===== config.mk =====
export PLATFORM = sky130hd
export DESIGN_NAME = fetch_stage_ibuf
export DESIGN_NICKNAME = d
export VERILOG_FILES = /design/src/rtl/fetch_stage_ibuf.sv
export SDC_FILE = /design/constraint.sdc
export NUM_CORES = 1
export LEC_CHECK = 0
export CAP_MARGIN = 20
export CELL_PAD_IN_SITES_DETAIL_PLACEMENT = 1
export CELL_PAD_IN_SITES_GLOBAL_PLACEMENT = 1
export CORE_UTILIZATION = 49
export DETAILED_ROUTE_END_ITERATION = 10
export GPL_ROUTABILITY_DRIVEN = 1
export PLACE_DENSITY_LB_ADDON = 0.05
export SLEW_MARGIN = 20
export SYNTH_ARGS = -nofsm -noshare
export SYNTH_HDL_FRONTEND = slang
export SYNTH_SLANG_ARGS = --single-unit
export TNS_END_PERCENT = 10

===== constraint.sdc =====
create_clock -name clk -period 12.75 [get_ports clk]
set_input_delay 2.55 -clock clk [delete_from_list [all_inputs] [get_ports clk]]
set_output_delay 2.55 -clock clk [all_outputs]
set_load 0.05 [all_outputs]

===== src/rtl/fetch_stage_ibuf.sv =====
// fetch_stage_ibuf: instruction-fetch stage with a request/response SRAM-like
// interface, up to MAX_OUTSTANDING accepted fetches and an IBUF_DEPTH-entry
// instruction buffer that feeds decode in program order.
//
// Ports:
//   clk, reset                    clock, synchronous active-high reset
//   flush_valid/flush_target      writeback redirect (wins over branch)
//   br_taken/br_target            branch redirect
//   ds_allowin                    decode can take the head entry
//   fs_to_ds_valid/fs_to_ds_bus   head entry {esubcode, ecode[5:0], ex, inst, pc}
//   inst_sram_*                   SRAM-like instruction port (read only)
//   fetch_cnt, discard_cnt        performance counters, present only when
//                                 IF_PERF_CNT_EN is defined
module fetch_stage_ibuf #(
  parameter int          IBUF_DEPTH      = 4,
  parameter int          MAX_OUTSTANDING = 2,
  parameter logic [31:0] RESET_PC        = 32'h1c000000
) (
  input  logic        clk,
  input  logic        reset,
  input  logic        flush_valid,
  input  logic [31:0] flush_target,
  input  logic        br_taken,
  input  logic [31:0] br_target,
  input  logic        ds_allowin,
  output logic        fs_to_ds_valid,
  output logic [71:0] fs_to_ds_bus,
  output logic        inst_sram_req,
  output logic        inst_sram_wr,
  output logic [1:0]  inst_sram_size,
  output logic [3:0]  inst_sram_wstrb,
  output logic [31:0] inst_sram_addr,
  output logic [31:0] inst_sram_wdata,
  input  logic        inst_sram_addr_ok,
  input  logic        inst_sram_data_ok,
  input  logic [31:0] inst_sram_rdata
`ifdef IF_PERF_CNT_EN
  ,
  output logic [31:0] fetch_cnt,
  output logic [31:0] discard_cnt
`endif
);

  localparam int IW = $clog2(MAX_OUTSTANDING + 1);
  localparam int CW = $clog2(IBUF_DEPTH + 1);
  localparam int BW = $clog2(IBUF_DEPTH);
  localparam int PW = (MAX_OUTSTANDING > 1) ? $clog2(MAX_OUTSTANDING) : 1;

  localparam logic [IW-1:0] MAX_OUT   = IW'(MAX_OUTSTANDING);
  localparam logic [CW:0]   DEPTH_OCC = (CW+1)'(IBUF_DEPTH);
  localparam logic [CW-1:0] DEPTH_CNT = CW'(IBUF_DEPTH);
  localparam logic [PW-1:0] PEND_LAST = PW'(MAX_OUTSTANDING - 1);

  localparam logic [5:0]  ECODE_ADE     = 6'h08;
  localparam logic        ESUBCODE_ADEF = 1'b0;
  localparam logic [31:0] ADEF_INST     = 32'h00100000;

  logic [31:0]   pf_pc_reg;
  logic          req_pending_reg;
  logic          req_stale_reg;
  logic [31:0]   req_addr_reg;
  logic [31:0]   pend_pc_reg [MAX_OUTSTANDING];
  logic [PW-1:0] pend_wr_reg;
  logic [PW-1:0] pend_rd_reg;
  logic [IW-1:0] inflight_reg;
  logic [IW-1:0] discard_reg;
  logic [71:0]   ibuf_reg [IBUF_DEPTH];
  logic [BW-1:0] head_reg;
  logic [BW-1:0] tail_reg;
  logic [CW-1:0] count_reg;
  logic          adef_stall_reg;

  logic          redirect;
  logic [31:0]   redirect_pc;
  logic [CW:0]   occupancy;
  logic          issue_ok;
  logic          new_req;
  logic          accept;
  logic          resp;
  logic          drop;
  logic          push_data;
  logic          adef_push;
  logic          push;
  logic          pop;
  logic          pend_after;
  logic [71:0]   push_entry;
  logic [IW-1:0] discard_redirect;

  assign redirect    = flush_valid | br_taken;
  assign redirect_pc = flush_valid ? flush_target : br_target;

  // Reserve a buffer slot for every word in flight so data_ok never stalls.
  assign occupancy = (CW+1)'(inflight_reg) + (CW+1)'(count_reg);
  assign issue_ok  = !adef_stall_reg && (pf_pc_reg[1:0] == 2'b00) &&
                     (inflight_reg < MAX_OUT) && (occupancy < DEPTH_OCC);

  // A fresh request never starts in a redirect cycle (it would fetch the old
  // path); a held request stays up until accepted.
  assign new_req         = !req_pending_reg && issue_ok && !redirect;
  assign inst_sram_req   = !reset && (req_pending_reg || new_req);
  assign inst_sram_addr  = req_pending_reg ? req_addr_reg : pf_pc_reg;
  assign inst_sram_wr    = 1'b0;
  assign inst_sram_size  = 2'b10;
  assign inst_sram_wstrb = 4'b0000;
  assign inst_sram_wdata = 32'h0;

  assign accept     = inst_sram_req && inst_sram_addr_ok;
  assign pend_after = inst_sram_req && !inst_sram_addr_ok;
  assign resp       = inst_sram_data_ok && (inflight_reg != '0);
  assign drop       = resp && (redirect || (discard_reg != '0));
  assign push_data  = resp && !drop;

  assign fs_to_ds_valid = !reset && (count_reg != '0) && !redirect;
  assign fs_to_ds_bus   = (count_reg != '0) ? ibuf_reg[head_reg] : 72'h0;
  assign pop            = fs_to_ds_valid && ds_allowin;

  // Misaligned fetch PC: emit one exception entry once the memory side has
  // drained, then hold until a redirect.
  assign adef_push = !redirect && !adef_stall_reg && (pf_pc_reg[1:0] != 2'b00) &&
                     (inflight_reg == '0) && !req_pending_reg &&
                     ((count_reg != DEPTH_CNT) || pop);
  assign push = push_data || adef_push;

  assign push_entry = adef_push ?
      {ESUBCODE_ADEF, ECODE_ADE, 1'b1, ADEF_INST, pf_pc_reg} :
      {1'b0, 6'd0, 1'b0, inst_sram_rdata, pend_pc_reg[pend_rd_reg]};

  // Every word still owed by memory after a redirect belongs to the old path.
  assign discard_redirect = inflight_reg + IW'(accept) + IW'(pend_after) - IW'(resp);

  always_ff @(posedge clk) begin
    if (reset) begin
      pf_pc_reg       <= RESET_PC;
      req_pending_reg <= 1'b0;
      req_stale_reg   <= 1'b0;
      req_addr_reg    <= 32'h0;
      pend_wr_reg     <= '0;
      pend_rd_reg     <= '0;
      inflight_reg    <= '0;
      discard_reg     <= '0;
      head_reg        <= '0;
      tail_reg        <= '0;
      count_reg       <= '0;
      adef_stall_reg  <= 1'b0;
    end else begin
      req_pending_reg <= pend_after;
      req_stale_reg   <= pend_after && (req_stale_reg || redirect);
      if (inst_sram_req) req_addr_reg <= inst_sram_addr;

      // A stale held request must not advance the new-path PC.
      if (redirect) pf_pc_reg <= redirect_pc;
      else if (accept && !req_stale_reg) pf_pc_reg <= pf_pc_reg + 32'd4;

      if (accept) pend_wr_reg <= (pend_wr_reg == PEND_LAST) ? '0 : pend_wr_reg + PW'(1);
      if (resp)   pend_rd_reg <= (pend_rd_reg == PEND_LAST) ? '0 : pend_rd_reg + PW'(1);
      inflight_reg <= inflight_reg + IW'(accept) - IW'(resp);

      if (redirect) discard_reg <= discard_redirect;
      else if (resp && (discard_reg != '0)) discard_reg <= discard_reg - IW'(1);

      if (redirect) begin
        head_reg       <= '0;
        tail_reg       <= '0;
        count_reg      <= '0;
        adef_stall_reg <= 1'b0;
      end else begin
        if (push) tail_reg <= tail_reg + BW'(1);
        if (pop)  head_reg <= head_reg + BW'(1);
        count_reg <= count_reg + CW'(push) - CW'(pop);
        if (adef_push) adef_stall_reg <= 1'b1;
      end
    end
  end

  // Storage arrays carry no reset; validity is tracked by the pointers.
  always_ff @(posedge clk) begin
    if (accept) pend_pc_reg[pend_wr_reg] <= inst_sram_addr;
  end

  always_ff @(posedge clk) begin
    if (push) ibuf_reg[tail_reg] <= push_entry;
  end

`ifdef IF_PERF_CNT_EN
  logic [31:0] fetch_cnt_reg;
  logic [31:0] discard_cnt_reg;

  always_ff @(posedge clk) begin
    if (reset) begin
      fetch_cnt_reg   <= 32'h0;
      discard_cnt_reg <= 32'h0;
    end else begin
      if (pop)  fetch_cnt_reg   <= fetch_cnt_reg + 32'd1;
      if (drop) discard_cnt_reg <= discard_cnt_reg + 32'd1;
    end
  end

  assign fetch_cnt   = fetch_cnt_reg;
  assign discard_cnt = discard_cnt_reg;
`endif

endmodule


==> impl_metrics.toml, run 1 <==
[status]
status = "finished clean"

[place]
dp.cells = 1806
gp_congestion = 0.820
dp_hpwl_mm = 26.2
io_buffer_count = 202

[cells_and_area]
layoutNonFillerInstCount = 1882
largest_register_ffs = 260
nets = 1510
area_delta_synth_final_pct = 21.0
final_cell_mix = "324 x edfxtp_1, 201 x clkdlybuf4s50_1, 135 x nor2_1, 99 x and2_1, 80 x dfxtp_1"
final_common_cell = "edfxtp_1"
diodes = 0
drive_gt1_share_pct = 13.1

[die]
pin_count = 248
core_mm2 = 0.0346
die_w_um = 190
start_util_pct = 50.0
dieArea_mm2 = 0.0361
die_y_um = 190
rows = 68

[timing]
setup_viol = 0
finalHoldViolCount = 0
drv_slew = 0
rsz0062_at_grt = "false"
fin_crit_sh_pct = 59.3
tns_ps = 0
worstMarginPinSlew_ps = 1070
clock.fmax_ghz = 0.132
worst_clock_skew_ps = 13.3
hold_ws_ps = 480
fin_crit_ps = 7560
max-slew-margin-rel_pct = 28.2

[worst_setup_path]
required_ps = 10200
crit_slowest_cell = "clkdlybuf4s50_1"
crit_type = "in -> out"
max_stage_delay_ps = 840
crit_path_start_kind = "input port"
ff2ff_path_depth = 14
reg2reg_slack_ps = 8720
worstSetupEndpointType = "output port"
critPathArrivalTime_ps = 5010
setup.worst_path.start = "br_taken"
timing.rr.end = "count_reg[2]"
crit_fanout = 19
reg2reg_from = "req_pending_reg"
cpMostUsedCell = "clkdlybuf4s50_1"
crit_chain = "clkdlybuf4s50_1 > buf_4 > nor4_1 > a31oi_4 > nor2_1 > clkdlybuf4s50_1"

[cts]
cts_tree = "yes"
htree_levels = 2
clk_pin_slew_ps = 60
cts_root_buf = "clkbuf_16"
clock_sinks = 407
cts_made_buffers = 42
clk-insertion-delay-late_ps = 530
cts_resized = 0
post-cts-setup-buffers = 0
cts.path.max_buffers = 3
hold_buffers = 0

[synthesis]
syn_area_mm2 = 0.0173
synth_top_family_by_area = "multiplexers"
synth-adder-area-share_pct = 0.911
yosys_warnings = 0
synthSimpleGateAreaFrac_pct = 10.6
ys_ff_latch = 407
async_flop_share_pct = 0
synth.avg_cell_area_um2 = 14.3
yosysUniqueCellTypes = 57
synth.top_cell.area_share_pct = 56.2
synth_edf_count = 324
synth-seq-area-share_pct = 65.8
netlist_instances = 1211
synth-compound-area-share_pct = 4.50
muxShareOfSynthArea_pct = 12.5
synthXorXnorAreaFrac_pct = 1.57
yosysTopAreaCell = "edfxtp_1"
synth_area_leaders = "edfxtp_1 56%, dfxtp_1 9.6%, mux4_2 8.5%"
ys.flop_type = "edfxtp_1"

[global_routing]
grt_antenna_before_repair = 0
grt_max_degree = 99
grt_pass1_wl_mm = 64.7
grt_pass1_vias = 11228
grt-ovfl-total = 0
grtUsageTotal_pct = 23.9

[pwr]
cellPowerDensity_mw_per_mm2 = 156
cellInternalPower_mw = 2.44
seqPwrFrac_pct = 49.0
vdd_drop_max_v = 0.000112
sw_frac_of_total_pct = 25.5
combPwrFrac_pct = 13.7
cellLeakagePower_nw = 6.99
p_clk_share_pct = 37.3
finalPower_mw = 3.27
switchingPower_uw = 834

[routing]
vias_per_cell = 5.55
drcViolationCount = 0
drtIter0Drc = 695
routed_wl_mm = 42.6
drtPass1Iterations = 5
vias = 10449
avgRoutedWirePerCell_um = 22.6
drtAntennaViolNets = 0

[run]
drv_cap = 0

[worst_hold_path]
hold_path.class = "reg -> reg"
min_from = "req_addr_reg[0]"
min_to = "req_addr_reg[0]"
min_path_cells = 1
-- worst max-delay path: cells and delay by family --
| family | cells | cell delay [ps] |
|---|---|---|
| AOI/OAI and AO/OA | 1 | 170 |
| buffers and inverters | 3 | 1440 |
| and+or+nand+nor | 2 | 850 |
-- per-stage QoR --
step           instance area [um^2]  worst slack [ps]  utilization, %
3_5_place_dp                  19600              5240            56.5
4_1_cts                       20900              5190            60.5
5_1_grt                       20900              5060            60.5
6_report                      20900              5190            60.5
2_1_floorplan                 17500              6030               -
3_3_place_gp                  19600              5300            56.5
-- per-layer routing --
metal,vias up,GRT usage [%],part of all wire [%]
met1,5316,31.3,43
met4,0,6.30,1.9
met3,58,3.65,4.9
met5,-,0,0
met2,293,41.4,50
li1,4782,-,-
-- cell families after synthesis --
group,after synthesis
flip-flops,407
AND/OR/NAND/NOR,365
buffers and inverters,136
multiplexers,132
AO/OA/AOI/OAI,126
XOR/XNOR,31
adder cells (fa/ha/maj),12
other,2
-- cells in the mapped netlist (2+ instances only) --
library cell and n:
buf_1 11, o31ai_1 2, nand3_1 17, nor2_1 136, buf_2 3, a31oi_1 4
nand2_1 32, inv_1 19, a22oi_1 10, buf_4 48, nor3_1 47, nor3b_1 3
o22ai_1 14, and2_1 103, o211ai_1 2, xnor2_1 18, mux2_2 29, clkbuf_1 54
o21ai_0 17, and3_1 4, a222oi_1 2, dfxtp_1 83, a21oi_1 47, nand4_1 5
ha_1 11, mux2i_1 38, edfxtp_1 324, a221oi_1 3, a31o_2 2, and3_2 2
mux4_2 65, a211oi_1 14, conb_1 2, nor4_1 2, o21a_1 3, a21o_1 2
xor2_1 13
-- area by class of cell --
type,instances,area [um^2]
well taps,455,569
inverters,19,71.3
repair buffers,214,2110
clock buffers,55,1140
fillers,3337,13700
flip-flops and latches,407,11400
multi-input cells,711,5420
clock inverters,21,223
-- worst max path at each step --
stage | endpoint | slack (ps) | depth (start not counted)
after floorplan | inst_sram_req | 6030 | 5
after global placement | inst_sram_req | 5300 | 6
after detailed placement | inst_sram_req | 5240 | 6
after CTS | inst_sram_req | 5190 | 6
after global routing | inst_sram_req | 5060 | 6
final | inst_sram_req | 5190 | 6
-- power groups by stage --
stage	combinational, mW	clock [mW]	sequential (mW)
global placement	0.432	0	1.63
CTS	0.452	1.24	1.60
global route	0.484	1.29	1.61
detailed placement	0.447	0	1.63
floorplan	0.336	0	1.59
finish	0.448	1.22	1.60
Note: power is estimated with default switching activity, not from simulation.
==> inputs of run 2 (changes only) <==
--- a/config.mk
+++ b/config.mk
@@ -8,7 +8,7 @@
 export CAP_MARGIN = 20
 export CELL_PAD_IN_SITES_DETAIL_PLACEMENT = 1
 export CELL_PAD_IN_SITES_GLOBAL_PLACEMENT = 1
-export CORE_UTILIZATION = 49
+export CORE_UTILIZATION = 41
 export DETAILED_ROUTE_END_ITERATION = 10
 export GPL_ROUTABILITY_DRIVEN = 1
 export PLACE_DENSITY_LB_ADDON = 0.05
==> constraint.sdc (replaced) <==
create_clock -name clk -period 6.6 [get_ports clk]
set_input_delay 1.32 -clock clk [delete_from_list [all_inputs] [get_ports clk]]
set_output_delay 1.32 -clock clk [all_outputs]
set_load 0.05 [all_outputs]
==> run 2 against run 1 <==
  * Via count is 0.73% lower
  * Highest routed layer unchanged
  * Hold slack worse by 8.5 ps
  * Clock power is 100% higher
  * Clock skew is 3.4 ps higher
  * Core utilization is 9.1 points lower
==> impl_metrics.toml, run 2 (synthesis results as in run 1) <==
[pwr]
finalPower_mw = 6.45
cellPowerDensity_mw_per_mm2 = 305
vdd_drop_max_v = 0.000171
cellLeakagePower_nw = 7.07

[timing]
setup_ws_ps = 1450
worstMarginPinSlew_ps = 1070
rsz0062_at_grt = "false"
finalHoldViolCount = 0
drv_slew = 0
clock.fmax_ghz = 0.194
setup_viol = 0
max-slew-margin-rel_pct = 28.3
hold_ws_ps = 471
worst_clock_skew_ps = 16.6
fin_crit_ps = 5150
tns_ps = 0
fin_crit_sh_pct = 78.1

[cells_and_area]
final_area_mm2 = 0.0212
layoutNonFillerInstCount = 1966
final_common_cell = "edfxtp_1"
largest_register_ffs = 260
final_core_util_pct = 51.3
drive_gt1_share_pct = 14.2
diodes = 0
final_cell_mix = "324 x edfxtp_1, 200 x clkdlybuf4s50_1, 135 x nor2_1, 99 x and2_1, 80 x dfxtp_1"
nets = 1516
area_delta_synth_final_pct = 22.2

[worst_setup_path]
reg2reg_from = "req_pending_reg"
crit_slowest_cell = "clkdlybuf4s50_1"
crit_fanout = 36
cpMostUsedCell = "clkdlybuf4s50_1"
critPathArrivalTime_ps = 3830
crit_type = "in -> out"
crit_chain = "clkdlybuf4s50_1 > buf_4 > nor3_1 > and2_1 > clkdlybuf4s50_1"
worstSetupEndpointType = "output port"
ff2ff_path_depth = 13
crit_path_start_kind = "input port"
timing.rr.end = "count_reg[2]"
required_ps = 5280
max_stage_delay_ps = 870
reg2reg_slack_ps = 2840

[global_routing]
grt_pass1_wl_mm = 66.1
grtUsageTotal_pct = 20.1
grt_pass1_vias = 10980
grt-ovfl-total = 0
grt_antenna_before_repair = 0
grt_max_degree = 77

[place]
pre_cts_slack_ps = 1410
dp_hpwl_mm = 26.9
gp_congestion = 0.748
place_area_mm2 = 0.0197
io_buffer_count = 202
dp.cells = 1887

[cts]
hold_buffers = 0
clk-insertion-delay-late_ps = 560
clock_sinks = 407
cts_tree = "yes"
post-cts-setup-buffers = 0
htree_levels = 2
cts.path.max_buffers = 3
clk_pin_slew_ps = 50
cts_root_buf = "clkbuf_16"
cts_made_buffers = 44
cts_resized = 0

[routing]
vias = 10373
avgRoutedWirePerCell_um = 21.9
routed_wl_mm = 43.1
drtAntennaViolNets = 0
drtIter0Drc = 461
vias_per_cell = 5.28
drtPass1Iterations = 6
drcViolationCount = 0

[worst_hold_path]
min_path_cells = 1
hold_path.class = "reg -> reg"
min_to = "req_addr_reg[0]"
min_from = "req_addr_reg[0]"

[die]
die_y_um = 207
pin_count = 248
dieArea_mm2 = 0.0430
rows = 74
start_util_pct = 42.0
die_w_um = 207
core_mm2 = 0.0412

[status]
status = "finished clean"

[run]
drv_cap = 0
==> run 2: final cells by class <==
| class | instances | area (um^2) |
|---|---|---|
| Fill cell | 4048 | 20000 |
| Sequential cell | 407 | 11400 |
| Multi-Input combinational cell | 711 | 5420 |
| Timing Repair Buffer | 218 | 2130 |
| Clock buffer | 60 | 1270 |
| Tap cell | 532 | 666 |
| Clock inverter | 19 | 193 |
| Inverter | 19 | 71.3 |
==> run 2: worst max-delay path by stage <==
stage / startpoint / to / slack, ps / cells past startpoint
final: flush_valid / fs_to_ds_valid / 1450 / 5
after global routing: flush_valid / fs_to_ds_valid / 1320 / 5
after CTS: flush_valid / fs_to_ds_valid / 1450 / 5
after detailed placement: flush_valid / count_reg[2] / 1410 / 14
after global placement: flush_valid / fs_to_ds_valid / 1500 / 5
after floorplan: br_taken / pend_pc_reg[0][0] / 1640 / 7
==> run 2: routing by layer <==
layer | up-vias | part of all wire [%] | global-route usage, %
li1 | 4787 | - | -
met1 | 5286 | 46 | 27.6
met2 | 253 | 48 | 33.3
met3 | 47 | 4.7 | 3.81
met4 | 0 | 1.4 | 4.27
met5 | - | 0 | 0
==> run 2: critical path, delay by kind of cell <==
| family | cells | cell delay (ps) |
|---|---|---|
| buf+inv | 3 | 1520 |
| simple gates | 2 | 990 |
==> run 2: power breakdown <==
part | internal, mW | switching (mW) | leakage [nW]
Clock | 1.50 | 0.984 | 0.727
Combinational | 0.325 | 0.589 | 2.72
Sequential | 2.98 | 0.0776 | 3.62
==> inputs of run 3 (changes only) <==
--- a/config.mk
+++ b/config.mk
@@ -8,7 +8,7 @@
 export CAP_MARGIN = 20
 export CELL_PAD_IN_SITES_DETAIL_PLACEMENT = 1
 export CELL_PAD_IN_SITES_GLOBAL_PLACEMENT = 1
-export CORE_UTILIZATION = 41
+export CORE_UTILIZATION = 45
 export DETAILED_ROUTE_END_ITERATION = 10
 export GPL_ROUTABILITY_DRIVEN = 1
 export PLACE_DENSITY_LB_ADDON = 0.05
==> constraint.sdc (replaced) <==
create_clock -name clk -period 5.2 [get_ports clk]
set_input_delay 1.04 -clock clk [delete_from_list [all_inputs] [get_ports clk]]
set_output_delay 1.04 -clock clk [all_outputs]
set_load 0.05 [all_outputs]
==> run 3 against run 2 <==
  * Setup slack lost 380 ps
  * Largest cell class unchanged
  * Via count grew 0.34%
  * Cell count shrank 0.61%
  * First-iteration DRC count grew 6.9%
  * Routed wire length shrank 0.66%
  * Sequential share of layout area shrank 0.099 points
  * Count of clock-buffer cells in the layout shrank 1
  * Sequential cell count is the same
==> impl_metrics.toml, run 3 (synthesis results as in run 1) <==
[status]
status = "finished clean"

[routing]
drtIter0Drc = 493
drcViolationCount = 0
drtPass1Iterations = 5
avgRoutedWirePerCell_um = 21.9
vias = 10408
routed_wl_mm = 42.8
drtAntennaViolNets = 0
vias_per_cell = 5.33

[cts]
cts_resized = 0
cts_made_buffers = 44
cts_root_buf = "clkbuf_16"
cts_tree = "yes"
post-cts-setup-buffers = 0
clock_sinks = 407
clk-insertion-delay-late_ps = 550
hold_buffers = 0
clk_pin_slew_ps = 60
htree_levels = 2
cts.path.max_buffers = 3

[timing]
fin_crit_sh_pct = 79.4
clock.fmax_ghz = 0.242
tns_ps = 0
setup_viol = 0
fin_crit_ps = 4130
worst_clock_skew_ps = 15.3
rsz0062_at_grt = "false"
hold_ws_ps = 481
finalHoldViolCount = 0
max-slew-margin-rel_pct = 28.5
worstMarginPinSlew_ps = 1070
drv_slew = 0

[global_routing]
grt-ovfl-total = 0
grt_pass1_vias = 10929
grtUsageTotal_pct = 22.3
grt_pass1_wl_mm = 65.4
grt_max_degree = 77
grt_antenna_before_repair = 0

[pwr]
cellPowerDensity_mw_per_mm2 = 381
sw_frac_of_total_pct = 25.6
cellLeakagePower_nw = 7.08
seqPwrFrac_pct = 48.2
cellInternalPower_mw = 6.00
p_clk_share_pct = 37.5
combPwrFrac_pct = 14.3
switchingPower_mw = 2.06
vdd_drop_max_v = 0.000203

[cells_and_area]
drive_gt1_share_pct = 14.1
final_common_cell = "edfxtp_1"
largest_register_ffs = 260
final_cell_mix = "324 x edfxtp_1, 199 x clkdlybuf4s50_1, 135 x nor2_1, 99 x and2_1, 80 x dfxtp_1"
nFillCells = 3644
nets = 1524
area_delta_synth_final_pct = 22.5
diodes = 0

[die]
start_util_pct = 45.8
rows = 71
pin_count = 248
dieArea_mm2 = 0.0392
die_w_um = 198
die_y_um = 198
core_mm2 = 0.0378

[worst_setup_path]
reg2reg_slack_ps = 1780
max_stage_delay_ps = 710
crit_fanout = 20
crit_type = "reg -> out"
crit_chain = "buf_4 > mux4_2 > and2_1 > clkdlybuf4s50_1"
crit_path_start_kind = "flop"
crit_slowest_cell = "clkdlybuf4s50_1"
worstSetupEndpointType = "output port"
critPathArrivalTime_ps = 3090
required_ps = 4160

[worst_hold_path]
hold_path.class = "reg -> reg"

[place]
gp_congestion = 0.780
io_buffer_count = 202
dp_hpwl_mm = 27.7

[run]
drv_cap = 0
run 3: cell types whose count changed in the layout (fill, tap and decap cells not counted):
cell	change
clkbuf_8	-8
clkbuf_1	+7
buf_12	+6
buf_4	+3
clkinv_1	+3
clkinv_2	-3
inv_6	+2
clkdlybuf4s50_1	-1
clkinv_4	+1
inv_4	-1
run 3: through the flow:
step / instances / utilization [%] / instance area [um^2] / total power, mW / setup WS [ps]
final: 1954 / 56.1 / 21200 / 8.07 / 1070
after global routing: 1954 / 56.1 / 21200 / 8.36 / 864
after CTS: 1954 / 56.1 / 21200 / 8.14 / 961
after detailed placement: 1874 / 52.4 / 19800 / 5.10 / 690
after global placement: 1874 / 52.4 / 19800 / 5.07 / 752
after floorplan: 1254 / - / 17500 / 4.72 / 525
run 3: cell type report:
type / count / area, um^2 / share of cell area, %
Clock buffer: 59 / 1190 / 5.61
Clock inverter: 21 / 209 / 0.986
Inverter: 19 / 71.3 / 0.336
Multi-Input combinational cell: 711 / 5420 / 25.6
Sequential cell: 407 / 11400 / 53.8
Tap cell: 511 / 639 / 3.02
Timing Repair Buffer: 226 / 2270 / 10.7
run 3: path summary, 6_finish.rpt:
check	from	end	depth (start not counted)
worst min register to register	req_addr_reg[1]	req_addr_reg[1]	1
worst max register to register	adef_stall_reg	count_reg[2]	12
worst min-delay path	req_addr_reg[1]	req_addr_reg[1]	1
worst max-delay path	flop	fs_to_ds_bus[64]	4
run 3: critical path: cells and delay by family (launching register included):
kind | cells | cell delay, ps
buffers and inverters | 2 | 1130
flip-flops | 1 | 640
multiplexers | 1 | 560
AND/OR/NAND/NOR | 1 | 210
run 3: routing by layer:
layer / GRT usage [%] / wire (um) / vias up
met5: 0 / 0 / -
met3: 4.05 / 2150 / 45
li1: - / - / 4817
met2: 35.7 / 20100 / 269
met4: 5.28 / 705 / 0
met1: 31.7 / 19900 / 5277
run 3: power by group through the flow:
stage	registers (mW)	logic, mW	clock network, mW
floorplan	3.90	0.825	0
global placement	3.95	1.12	0
detailed placement	3.96	1.15	0
CTS	3.89	1.16	3.09
global route	3.90	1.25	3.21
finish	3.89	1.15	3.03
